[src/rtl/hazard_stall_ctrl.sv]
// RAW interlock for the 5-stage pipeline (no forwarding): scoreboard of
// in-flight destinations, stall/flush control, statistics, stall watchdog.
//
// Ports:
//   clk, rst_n        clock, synchronous active-low reset
//   id_rs/id_rt       ID source registers, qualified by id_use_rs/id_use_rt
//   id_rw             ID destination register, qualified by id_regwrite
//   br_taken_mem      taken branch resolved in MEM
//   pc_en, ifid_en    PC and IF/ID load enables
//   ifid_flush        IF/ID loads a NOP
//   idex_flush        ID/EX loads a bubble
//   exmem_flush       EX/MEM loads a bubble
//   state             action of the previous cycle (0 RUN, 1 STALL, 2 FLUSH)
//   stall_cnt         saturating count of stall cycles
//   flush_cnt         saturating count of taken-branch flushes
//   err               sticky: stall ran longer than MAX_STALL cycles
module hazard_stall_ctrl #(
   parameter bit WB_BYPASS = 1'b1,
   parameter int MAX_STALL = 3,
   parameter int CNT_W     = 16
) (
   input  logic             clk,
   input  logic             rst_n,
   input  logic [4:0]       id_rs,
   input  logic [4:0]       id_rt,
   input  logic             id_use_rs,
   input  logic             id_use_rt,
   input  logic [4:0]       id_rw,
   input  logic             id_regwrite,
   input  logic             br_taken_mem,
   output logic             pc_en,
   output logic             ifid_en,
   output logic             ifid_flush,
   output logic             idex_flush,
   output logic             exmem_flush,
   output logic [1:0]       state,
   output logic [CNT_W-1:0] stall_cnt,
   output logic [CNT_W-1:0] flush_cnt,
   output logic             err
);

   typedef enum logic [1:0] {
      S_RUN   = 2'd0,
      S_STALL = 2'd1,
      S_FLUSH = 2'd2
   } state_t;

   localparam int RW = $clog2(MAX_STALL + 2);
   localparam logic [RW-1:0]    RUN_MAX = RW'(MAX_STALL);
   localparam logic [RW-1:0]    RUN_ONE = RW'(1);
   localparam logic [CNT_W-1:0] CNT_ONE = CNT_W'(1);

   logic          ex_v, mem_v, wb_v;
   logic [4:0]    ex_rd, mem_rd, wb_rd;
   state_t        st;
   state_t        act;
   logic [RW-1:0] run_cnt;
   logic          rs_hit, rt_hit, hazard;

   // Slots only ever hold valid=1 with rd!=0, but r0 is still
   // excluded explicitly on the source side.
   assign rs_hit = id_use_rs && (id_rs != 5'd0) &&
                   ((ex_v && ex_rd == id_rs) ||
                    (mem_v && mem_rd == id_rs) ||
                    (!WB_BYPASS && wb_v && wb_rd == id_rs));

   assign rt_hit = id_use_rt && (id_rt != 5'd0) &&
                   ((ex_v && ex_rd == id_rt) ||
                    (mem_v && mem_rd == id_rt) ||
                    (!WB_BYPASS && wb_v && wb_rd == id_rt));

   assign hazard = rs_hit || rt_hit;

   // A taken branch squashes the ID instruction, so its hazard is moot.
   always_comb begin
      act = S_RUN;
      if (br_taken_mem)
         act = S_FLUSH;
      else if (hazard)
         act = S_STALL;
   end

   always_comb begin
      pc_en       = 1'b1;
      ifid_en     = 1'b1;
      ifid_flush  = 1'b0;
      idex_flush  = 1'b0;
      exmem_flush = 1'b0;
      if (!rst_n) begin
         pc_en       = 1'b0;
         ifid_en     = 1'b0;
         ifid_flush  = 1'b1;
         idex_flush  = 1'b1;
         exmem_flush = 1'b1;
      end else begin
         unique case (act)
            S_FLUSH: begin
               ifid_flush  = 1'b1;
               idex_flush  = 1'b1;
               exmem_flush = 1'b1;
            end
            S_STALL: begin
               pc_en      = 1'b0;
               ifid_en    = 1'b0;
               idex_flush = 1'b1;
            end
            default: ;
         endcase
      end
   end

   always_ff @(posedge clk) begin
      if (!rst_n) begin
         ex_v      <= 1'b0;
         ex_rd     <= '0;
         mem_v     <= 1'b0;
         mem_rd    <= '0;
         wb_v      <= 1'b0;
         wb_rd     <= '0;
         st        <= S_RUN;
         stall_cnt <= '0;
         flush_cnt <= '0;
         err       <= 1'b0;
         run_cnt   <= '0;
      end else begin
         wb_v  <= mem_v;
         wb_rd <= mem_rd;
         unique case (act)
            S_FLUSH: begin
               mem_v   <= 1'b0;
               mem_rd  <= '0;
               ex_v    <= 1'b0;
               ex_rd   <= '0;
               st      <= S_FLUSH;
               run_cnt <= '0;
               if (flush_cnt != '1)
                  flush_cnt <= flush_cnt + CNT_ONE;
            end
            S_STALL: begin
               mem_v  <= ex_v;
               mem_rd <= ex_rd;
               ex_v   <= 1'b0;
               ex_rd  <= '0;
               st     <= S_STALL;
               if (stall_cnt != '1)
                  stall_cnt <= stall_cnt + CNT_ONE;
               // Counter parks at MAX_STALL; any further stall is a fault.
               if (run_cnt == RUN_MAX)
                  err <= 1'b1;
               else
                  run_cnt <= run_cnt + RUN_ONE;
            end
            default: begin
               mem_v   <= ex_v;
               mem_rd  <= ex_rd;
               ex_v    <= id_regwrite && (id_rw != 5'd0);
               ex_rd   <= id_rw;
               st      <= S_RUN;
               run_cnt <= '0;
            end
         endcase
      end
   end

   assign state = st;

endmodule

[config.mk]
export PLATFORM = sky130hd
export DESIGN_NAME = hazard_stall_ctrl
export DESIGN_NICKNAME = d
export VERILOG_FILES = /design/src/rtl/hazard_stall_ctrl.sv
export SDC_FILE = /design/constraint.sdc
export NUM_CORES = 1
export LEC_CHECK = 0
export ABC_AREA = 1
export BUFFER_PORTS_ARGS = -buffer_cell sky130_fd_sc_hd__buf_2
export CORE_ASPECT_RATIO = 1.4
export CORE_MARGIN = 2
export CORE_UTILIZATION = 29
export CTS_CLUSTER_DIAMETER = 80
export DETAILED_ROUTE_END_ITERATION = 10
export GPL_TIMING_DRIVEN = 1
export HOLD_SLACK_MARGIN = 0.02
export PLACE_DENSITY = 0.48
export SYNTH_ARGS = -nofsm -noshare
export SYNTH_HDL_FRONTEND = slang
export SYNTH_SLANG_ARGS = --single-unit
[constraint.sdc]
create_clock -name clk -period 4.6 [get_ports clk]
set_input_delay 0.92 -clock clk [delete_from_list [all_inputs] [get_ports clk]]
set_output_delay 0.92 -clock clk [all_outputs]
set_load 0.03 [all_outputs]
==> results of run 1 <==
report_power, final:
group | internal [mW] | switching (mW)
logic | 0.0217 | 0.0499
registers | 0.438 | 0.00453
clock network | 0.216 | 0.160
total | 0.676 | 0.214
layout make-up:
cell class | instances | area share [%]
Multi-Input combinational cell | 315 | 45.4
Sequential cell | 50 | 29.9
Timing Repair Buffer | 61 | 9.20
Inverter | 62 | 6.96
Clock buffer | 7 | 4.26
Tap cell | 110 | 4.11
Clock inverter | 1 | 0.150
path summary, 6_finish.rpt:
path              slack [ns]  cells past startpoint           end          from
setup / recovery        1.19                     12    idex_flush      id_rs[4]
hold / removal          0.45                      2           err           err
setup reg to reg        2.45                     10  stall_cnt[0]  stall_cnt[0]
hold reg to reg         0.45                      2           err           err
layer usage:
metal  share of wire, %  global-route usage (%)  vias up  wire (um)
met2                 51                    27.0       50       3890
met4                1.5                    5.00        0        110
met5                  0                       0        -          0
met1                 43                    17.4     1258       3290
li1                   -                       -     1501          -
met3                3.7                    2.94        7        278
sequential cells by signal (all words and copies together), names as in the netlist, 2 cells and up:
register / flops
flush_cnt: 16
stall_cnt: 16
mem_rd: 5
ex_rd: 5
state: 2
run_cnt: 3
kinds of logic after synthesis:
family / count (synthesis) / share of synthesized area [%]
AO/OA/AOI/OAI: 44 / 8.16
XOR/XNOR: 15 / 4.68
adder cells (fa/ha/maj): 4 / 1.78
buffers and inverters: 72 / 10.2
flip-flops: 50 / 35.7
multiplexers: 1 / 0.357
AND/OR/NAND/NOR: 251 / 39.1
cell usage after synthesis, drive strengths merged:
cell type  count  area share [%]
o31ai          1            0.27
clkbuf         5            0.67
o21ai         15             2.7
mux2i          1            0.36
inv           60             8.0
nor4           1            0.22
buf            5             1.3
and3           3            0.67
nor3          10             2.1
nor2          65             8.7
dfxtp         50              36
nand2        126              17
o21a           1            0.27
clkinv         2            0.27
xnor2          2            0.62
xor2          13             4.1
nand4         24             5.9
nand3b         1            0.27
nand3         20             3.9
ha             4             1.8
a21oi         27             4.9
and2           1            0.22
metrics by stage:
stage | power, mW | utilization (%) | hold WS (ns) | setup slack, ns
finish | 0.890 | 35.4 | 0.445 | 1.19
floorplan | 0.497 | - | 0.422 | 1.26
global placement | 0.525 | 33.8 | 0.433 | 1.18
global route | 0.932 | 35.4 | 0.483 | 1.01
detailed placement | 0.525 | 33.8 | 0.433 | 1.19
CTS | 0.913 | 35.4 | 0.449 | 1.18
worst max-delay path: stages:
cell and delay [ns]:
sky130_fd_sc_hd__buf_2 0.12, sky130_fd_sc_hd__inv_1 0.06, sky130_fd_sc_hd__nand2_1 0.05, sky130_fd_sc_hd__nand2_1 0.05, sky130_fd_sc_hd__nor2_1 0.14, sky130_fd_sc_hd__nand3_1 0.09, sky130_fd_sc_hd__nand2_1 0.10, sky130_fd_sc_hd__nand2_1 0.07
sky130_fd_sc_hd__nand2_2 0.28, sky130_fd_sc_hd__nand2_1 0.13, sky130_fd_sc_hd__nand2_1 0.23, sky130_fd_sc_hd__buf_2 0.25
==> flow_metrics.env, run 1 <==
export IMPL_synth_avg_cell_area_um2=6.42
export IMPL_design_core_area_um2=9460
export IMPL_cts_hold_buffers_added=0
export IMPL_final_setup_skew_ns=0.00730
export IMPL_port_buffer_count=60
export IMPL_cts_reportedPaths_clkPinSlew_ns=0.07
export IMPL_numClockSinks=50
export IMPL_cts_tree="built"
export IMPL_vias=2816
export IMPL_final_setup_tns_ns=0
export IMPL_drc=0
export IMPL_total_global_routing_overflow=0
export IMPL_vias_in_the_first_global_route=2726
export IMPL_floorplan_initialDensity_pct=29.7
export IMPL_cap_violations=0
export IMPL_clk_root_buffer_cell="sky130_fd_sc_hd__clkbuf_16"
export IMPL_fin_area_um2=3350
export IMPL_layout_common_cells="sky130_fd_sc_hd__nand2_1, sky130_fd_sc_hd__nor2_1, sky130_fd_sc_hd__buf_2, sky130_fd_sc_hd__inv_1, sky130_fd_sc_hd__dfxtp_1"
export IMPL_wl_per_cell_um=12.5
export IMPL_period_share_pct=74.2
export IMPL_grt_antenna_before_repair=0
export IMPL_cts_htree_levels=2
export IMPL_worst_ep_required_time_ns=3.68
export IMPL_detail_route_first_pass_iterations=4
export IMPL_detail_route_wirelength_mm=7.57
export IMPL_most_common_cell_after_layout_fill_and_taps_aside="sky130_fd_sc_hd__nand2_1"
export IMPL_outcome="finished, final reports clean"
export IMPL_route_detailed_vias_per_inst=4.65
export IMPL_sequential_cell_area_um2=1000
export IMPL_final_hold_violation_count=0
export IMPL_seq_area_frac_synth_pct=35.7
export IMPL_post_cts_resize_count=0
export IMPL_cts_made_buffers=5
export IMPL_critPathArrivalTime_ns=2.49
export IMPL_leakagePower_nw=1.50
export IMPL_clock_latency_ns=0.29
export IMPL_detail_route_antenna_nets=0
export IMPL_numPlacedInstances=598
export IMPL_final_fill_count=1086
export IMPL_area_of_the_multi_input_gates_um2=1520
export IMPL_place_gp_congestion=0.907
export IMPL_grt_first_pass_wirelength_mm=12.6
export IMPL_unrepaired_setup_endpoints_after_global_routing="no"
export IMPL_min_period_ns=3.41
export IMPL_final_max_slew_violation_count=0
export IMPL_final_nets=520
export IMPL_synth_nets=462
export IMPL_die_width_um=87.2
export IMPL_yosys_register_bits=50
export IMPL_drive_above_1_share_pct=15.9
export IMPL_drt_initial_drc_count=113
export IMPL_placement_cell_area_um2=3200
export IMPL_cts_setup_buffers=0
export IMPL_endpoint_kind="output pin"
export IMPL_layout_cells_non_filler=606
export IMPL_maximum_buffer_depth_of_the_clock_tree=2
export IMPL_irDropWorstVdd_mv=0.125
export IMPL_setup_violations=0
export IMPL_aggregate_global_route_resource_usage_pct=15.0
export IMPL_n_antenna_cell=0
export IMPL_worst_setup_path_start_kind="primary input"
export IMPL_relSlewSlack_pct=63.5
export IMPL_power_per_cell_area_nw_per_um2=266
export IMPL_hp_class="reg2reg"
export IMPL_dp_final_hpwl_mm=5.91
export IMPL_timing_worst_slew_pin_value_ns=0.544
export IMPL_die_area_um2=10500
export IMPL_area_growth_synth_to_final_pct=19.2
export IMPL_critical_setup_path_class="in2out"
export IMPL_die_height_um=120
export IMPL_synth_cell_area_um2=2810
export IMPL_synth_cell_types=30
export IMPL_crit_path_max_fanout=18
export IMPL_pin_count_of_the_biggest_net_entering_global_routing=19
export IMPL_yosysWarnings=0
export IMPL_io_pins=61
export IMPL_post_synth_inst_count=437
export IMPL_core_rowCount=42
export IMPL_max_freq_mhz=293
(Power assumes the default switching activity.)
==> run 2, diff against run 1 <==
==> constraint.sdc (replaced) <==
create_clock -name clk -period 3.56 [get_ports clk]
set_input_delay 0.712 -clock clk [delete_from_list [all_inputs] [get_ports clk]]
set_output_delay 0.712 -clock clk [all_outputs]
set_load 0.03 [all_outputs]
==> flow_metrics.env, run 2 (synthesized netlist as in run 1, its figures left out) <==
export IMPL_outcome="finished, final reports clean"
export IMPL_critPathArrivalTime_ns=2.09
export IMPL_sequential_cell_area_um2=1000
export IMPL_vias=2836
export IMPL_core_rowCount=42
export IMPL_design_core_area_um2=9460
export IMPL_cap_violations=0
export IMPL_cts_hold_buffers_added=0
export IMPL_vias_in_the_first_global_route=2730
export IMPL_post_cts_resize_count=0
export IMPL_setup_violations=0
export IMPL_global_routing_usage_on_met1_pct=18.1
export IMPL_drc=0
export IMPL_wl_per_cell_um=12.6
export IMPL_worst_r2r_setup_slack_ns=1.38
export IMPL_reg_top3="flush_cnt x16, stall_cnt x16"
export IMPL_final_nets=522
export IMPL_area_growth_synth_to_final_pct=19.7
export IMPL_worst_ep_required_time_ns=2.85
export IMPL_cts_made_buffers=5
export IMPL_final_hold_violation_count=0
export IMPL_finalPower_mw=1.15
export IMPL_period_share_pct=78.6
export IMPL_worst_setup_path_start_kind="primary input"
export IMPL_final_setup_tns_ns=0
export IMPL_relSlewSlack_pct=68.0
export IMPL_place_gp_congestion=0.908
export IMPL_hp_class="reg2reg"
export IMPL_port_buffer_count=60
export IMPL_grt_antenna_before_repair=0
export IMPL_route_detailed_vias_per_inst=4.66
export IMPL_cts_setup_buffers=0
export IMPL_total_global_routing_overflow=0
export IMPL_grt_met2_usage_pct=26.9
export IMPL_detail_route_first_pass_iterations=4
export IMPL_most_common_cell_after_layout_fill_and_taps_aside="sky130_fd_sc_hd__nand2_1"
export IMPL_io_pins=61
export IMPL_whs_ns=0.457
export IMPL_clock_latency_ns=0.29
export IMPL_min_period_ns=2.80
export IMPL_cts_tree="built"
export IMPL_leakagePower_nw=1.51
export IMPL_maximum_buffer_depth_of_the_clock_tree=2
export IMPL_drt_initial_drc_count=149
export IMPL_dp_final_hpwl_mm=5.93
export IMPL_endpoint_kind="output pin"
export IMPL_number_of_stages_on_the_worst_hold_path=2
export IMPL_final_fill_count=1065
export IMPL_irDropWorstVdd_mv=0.158
export IMPL_max_freq_mhz=357
export IMPL_pin_count_of_the_biggest_net_entering_global_routing=19
export IMPL_detail_route_antenna_nets=0
export IMPL_crit_path_max_fanout=7
export IMPL_final_setup_skew_ns=0.00241
export IMPL_unrepaired_setup_endpoints_after_global_routing="no"
export IMPL_timing_worst_slew_pin_value_ns=0.475
export IMPL_die_width_um=87.2
export IMPL_floorplan_initialDensity_pct=29.7
export IMPL_clk_root_buffer_cell="sky130_fd_sc_hd__clkbuf_16"
export IMPL_aggregate_global_route_resource_usage_pct=15.2
export IMPL_power_per_cell_area_nw_per_um2=342
export IMPL_cts_reportedPaths_clkPinSlew_ns=0.06
export IMPL_grt_peak_use_layer="met2"
export IMPL_layout_common_cells="sky130_fd_sc_hd__nand2_1, sky130_fd_sc_hd__nor2_1, sky130_fd_sc_hd__buf_2, sky130_fd_sc_hd__inv_1, sky130_fd_sc_hd__dfxtp_1"
export IMPL_cts_htree_levels=2
export IMPL_critical_setup_path_class="in2out"
export IMPL_n_antenna_cell=0
export IMPL_grt_first_pass_wirelength_mm=12.7
export IMPL_numClockSinks=50
export IMPL_drive_above_1_share_pct=16.3
export IMPL_detail_route_wirelength_mm=7.68
export IMPL_reg2reg_depth=9
export IMPL_final_max_slew_violation_count=0
export IMPL_grtUsageMet3_pct=2.73
export IMPL_die_height_um=120
export IMPL_area_of_the_multi_input_gates_um2=1520
export IMPL_die_area_um2=10500
==> run 2: cell count changes in the layout (fill, tap and decap cells not counted), sizes merged <==
cell / previous run / this run
buf: 61 / 63
==> run 2: worst paths after layout <==
kind                     start            to
setup / recovery      id_rs[4]    idex_flush
hold / removal             err           err
setup reg to reg  stall_cnt[0]  stall_cnt[4]
hold reg to reg            err           err
==> run 2: critical path, cell delays in order <==
cell and delay (ns):
sky130_fd_sc_hd__buf_2 0.12, sky130_fd_sc_hd__inv_1 0.05, sky130_fd_sc_hd__nand2_1 0.05, sky130_fd_sc_hd__nand2_1 0.05, sky130_fd_sc_hd__nor2_1 0.19, sky130_fd_sc_hd__nand3_1 0.10, sky130_fd_sc_hd__nand2_1 0.11, sky130_fd_sc_hd__nand2_1 0.07
sky130_fd_sc_hd__nand2_2 0.09, sky130_fd_sc_hd__nand2_1 0.07, sky130_fd_sc_hd__nand2_1 0.22, sky130_fd_sc_hd__buf_2 0.25
==> run 2: per-layer routing <==
layer	share of wire (%)	vias to the layer above
met5	0	-
met4	2.1	0
met3	4.0	11
met2	50	56
met1	43	1266
li1	-	1503
==> run 2: cell type report <==
class / count / area share, %
Tap cell: 110 / 4.10
Clock inverter: 1 / 0.149
Multi-Input combinational cell: 315 / 45.2
Clock buffer: 7 / 4.24
Sequential cell: 50 / 29.8
Inverter: 62 / 6.92
Timing Repair Buffer: 63 / 9.61
==> run 2: through the flow <==
stage,cells,cell area [um^2],util [%],worst slack [ns]
finish,608,3360,35.5,0.761
global route,608,3360,35.5,0.656
CTS,608,3360,35.5,0.764
detailed placement,600,3210,34.0,0.771
global placement,600,3210,34.0,0.765
floorplan,437,2810,-,0.637
==> run 2: power by group <==
part / internal (mW) / total [mW] / switching (mW)
clock: 0.279 / 0.484 / 0.205
combinational: 0.0289 / 0.0928 / 0.0640
sequential: 0.566 / 0.572 / 0.00585
==> run 3, diff against run 2 <==
--- a/config.mk
+++ b/config.mk
@@ -5,7 +5,7 @@
 export SDC_FILE = /design/constraint.sdc
 export NUM_CORES = 1
 export LEC_CHECK = 0
-export ABC_AREA = 1
+export ABC_AREA = 0
 export BUFFER_PORTS_ARGS = -buffer_cell sky130_fd_sc_hd__buf_2
 export CORE_ASPECT_RATIO = 1.4
 export CORE_MARGIN = 2
@@ -14,7 +14,7 @@
 export DETAILED_ROUTE_END_ITERATION = 10
 export GPL_TIMING_DRIVEN = 1
 export HOLD_SLACK_MARGIN = 0.02
-export PLACE_DENSITY = 0.48
+export PLACE_DENSITY = 0.51
 export SYNTH_ARGS = -nofsm -noshare
 export SYNTH_HDL_FRONTEND = slang
 export SYNTH_SLANG_ARGS = --single-unit
==> constraint.sdc (replaced) <==
create_clock -name clk -period 2.5 [get_ports clk]
set_input_delay 0.5 -clock clk [delete_from_list [all_inputs] [get_ports clk]]
set_output_delay 0.5 -clock clk [all_outputs]
set_load 0.03 [all_outputs]
==> flow_metrics.env, run 3 <==
export IMPL_outcome="finished, final reports clean"
export IMPL_place_gp_congestion=0.813
export IMPL_aggregate_global_route_resource_usage_pct=12.9
export IMPL_detail_route_first_pass_iterations=4
export IMPL_period_share_pct=99.6
export IMPL_final_nets=349
export IMPL_pin_count_of_the_biggest_net_entering_global_routing=32
export IMPL_setup_violations=0
export IMPL_grt_antenna_before_repair=0
export IMPL_worst_setup_path_start_kind="primary input"
export IMPL_total_global_routing_overflow=0
export IMPL_cts_reportedPaths_clkPinSlew_ns=0.09
export IMPL_vias_in_the_first_global_route=1878
export IMPL_route_detailed_vias_per_inst=4.72
export IMPL_synth_top_cells_by_area="sky130_fd_sc_hd__dfxtp_1, sky130_fd_sc_hd__xor2_1, sky130_fd_sc_hd__nor2_1, sky130_fd_sc_hd__nand3_1, sky130_fd_sc_hd__xnor2_1"
export IMPL_critical_setup_path_class="in2out"
export IMPL_detail_route_antenna_nets=0
export IMPL_die_height_um=110
export IMPL_critical_path_most_common_cell="sky130_fd_sc_hd__buf_2"
export IMPL_clock_latency_ns=0.31
export IMPL_max_freq_mhz=402
export IMPL_cts_setup_buffers=0
export IMPL_synth_edf_count=0
export IMPL_die_width_um=79.5
export IMPL_layout_common_cells="sky130_fd_sc_hd__buf_2, sky130_fd_sc_hd__dfxtp_1, sky130_fd_sc_hd__nor2_1, sky130_fd_sc_hd__xor2_1, sky130_fd_sc_hd__nand3_1"
export IMPL_io_pins=61
export IMPL_most_common_cell_after_layout_fill_and_taps_aside="sky130_fd_sc_hd__buf_2"
export IMPL_post_synth_most_frequent_cells="sky130_fd_sc_hd__dfxtp_1, sky130_fd_sc_hd__nor2_1, sky130_fd_sc_hd__xor2_1"
export IMPL_worst_r2r_setup_slack_ns=0.28
export IMPL_power_per_cell_area_nw_per_um2=530
export IMPL_post_route_util_pct=36.8
export IMPL_synth_nets=285
export IMPL_min_delay_worst_endpoint="ex_rd[4]"
export IMPL_yosysWarnings=0
export IMPL_final_hold_violation_count=0
export IMPL_critical_path_reg2reg_endpoint="stall_cnt[9]"
export IMPL_yosys_register_bits=50
export IMPL_final_setup_tns_ns=0
export IMPL_timing_rr_start="mem_rd[4]"
export IMPL_post_synth_inst_count=260
export IMPL_final_setup_skew_ns=0.00534
export IMPL_critPathArrivalTime_ns=1.99
export IMPL_reg_top3="flush_cnt x16, stall_cnt x16"
export IMPL_synth_cell_area_um2=2310
export IMPL_cpLargestDelayFamily="simple AND/OR/NAND/NOR gates"
export IMPL_post_cts_resize_count=0
export IMPL_endpoint_kind="output pin"
export IMPL_worst_path_buf_inv=3
export IMPL_crit_path_max_fanout=3
export IMPL_critical_path_max_stage_delay_ns=0.52
export IMPL_cts_hold_buffers_added=0
export IMPL_area_growth_synth_to_final_pct=23.4
export IMPL_numClockSinks=50
export IMPL_synth_top_area_cell="sky130_fd_sc_hd__dfxtp_1"
export IMPL_floorplan_initialDensity_pct=29.9
export IMPL_dp_slack_ns=0.0434
export IMPL_reg2reg_depth=9
export IMPL_dr_wl_met2_mm=2.81
export IMPL_drc=0
export IMPL_drt_initial_drc_count=85
export IMPL_cts_tree="built"
export IMPL_clk_root_buffer_cell="sky130_fd_sc_hd__clkbuf_8"
export IMPL_grt_first_pass_wirelength_mm=8.74
export IMPL_synth_cell_types=36
export IMPL_min_period_ns=2.49
export IMPL_number_of_stages_on_the_worst_hold_path=2
export IMPL_timing_worst_slew_pin_value_ns=0.463
export IMPL_dp_final_hpwl_mm=4.14
export IMPL_drive_above_1_share_pct=24.9
export IMPL_final_fill_count=824
export IMPL_n_antenna_cell=0
export IMPL_maximum_buffer_depth_of_the_clock_tree=2
export IMPL_met1_length_mm=2.35
export IMPL_detail_route_wirelength_mm=5.52
export IMPL_numPlacedInstances=416
export IMPL_cap_violations=0
export IMPL_cts_made_buffers=5
export IMPL_timing_critical_path_cells="buf_2 -> or4_1 -> o21ai_1 -> o22ai_2 -> buf_4 -> a21oi_4 -> buf_2"
export IMPL_design_core_area_um2=7750
export IMPL_synth_async_reset_ratio_pct=0
export IMPL_unrepaired_setup_endpoints_after_global_routing="yes"
export IMPL_wl_met3_um=245
export IMPL_whs_ns=0.399
export IMPL_synth_top_area_share_pct=43.2
export IMPL_seq_area_frac_synth_pct=43.2
export IMPL_port_buffer_count=60
export IMPL_final_max_slew_violation_count=0
export IMPL_layout_cells_non_filler=425
export IMPL_relSlewSlack_pct=69.0
export IMPL_cp_slowest_cell="sky130_fd_sc_hd__or4_1"
export IMPL_hp_class="in2reg"
export IMPL_wl_per_cell_um=13.0
export IMPL_fin_ws_ns=0.0109
export IMPL_synth_avg_cell_area_um2=8.90
export IMPL_vias=2005
export IMPL_post_synth_top_count_cell="sky130_fd_sc_hd__dfxtp_1"
export IMPL_ys_dominant_reg_cell="sky130_fd_sc_hd__dfxtp_1"
export IMPL_cts_htree_levels=2
export IMPL_leakagePower_nw=1.25
export IMPL_die_area_um2=8720
export IMPL_worst_ep_required_time_ns=2.00
export IMPL_core_rowCount=38
export IMPL_irDropWorstVdd_mv=0.253
export IMPL_timing_hold_worst_start="id_rw[4]"
export IMPL_highest_signal_layer="met4"
-- run 3: changes by cell type after synthesis, sizes merged, moves of 6 or more --
cell	change
and2	+7
or3	+6
xor2	+20
nand4	-19
a21oi	-19
nor2	-27
nor3	-7
xnor2	+8
and3	+8
inv	-53
nand2	-115
-- run 3: logic make-up (layout without fill, tap and decap cells) --
| group | after synthesis | after routing | share of synthesized area, % |
|---|---|---|---|
| flip-flops | 50 | 50 | 43.2 |
| multiplexers | 5 | 5 | 2.16 |
| adder cells (fa/ha/maj) | 4 | 4 | 2.16 |
| AO/OA/AOI/OAI | 23 | 23 | 6.11 |
| buffers and inverters | 15 | 80 | 2.97 |
| AND/OR/NAND/NOR | 120 | 120 | 27.1 |
| XOR/XNOR | 43 | 43 | 16.3 |
-- run 3: area by class of cell --
class                      count  area [um^2]  area share (%)
multi-input combinational    195         1260            44.0
sequential                    50         1000            35.1
timing repair buffer          65          338            11.8
tap                          100          125            4.38
clock buffer                   5         68.8            2.41
clock inverter                 3         40.0            1.40
inverter                       7         26.3           0.920
-- run 3: metal layers --
metal	up-vias	track usage [%]
met5	-	0
met2	43	23.9
met3	5	2.63
met1	941	14.1
met4	0	5.54
li1	1016	-
-- run 3: report_power, final --
part / switching [mW] / total, mW / internal, mW
logic: 0.0731 / 0.117 / 0.0437
registers: 0.0123 / 0.818 / 0.806
clock network: 0.282 / 0.577 / 0.295
total: 0.368 / 1.51 / 1.14
-- run 3: worst max-delay path by stage --
stage	from	end	slack [ns]	cells past startpoint
CTS	mem_rd[4]	idex_flush	0.002	7
floorplan	id_rt[1]	pc_en	0.04	6
finish	id_rs[1]	ifid_en	0.01	7
global route	id_rt[1]	pc_en	-0.04	7
detailed placement	id_rs[1]	idex_flush	0.04	7
global placement	id_rt[1]	idex_flush	0.04	7
-- run 3: through the flow --
stage	cell area [um^2]	power [mW]
final	2860	1.51
after detailed placement	2740	0.955
after floorplan	2330	0.907
after global placement	2740	0.955
after CTS	2850	1.54
after global routing	2860	1.58
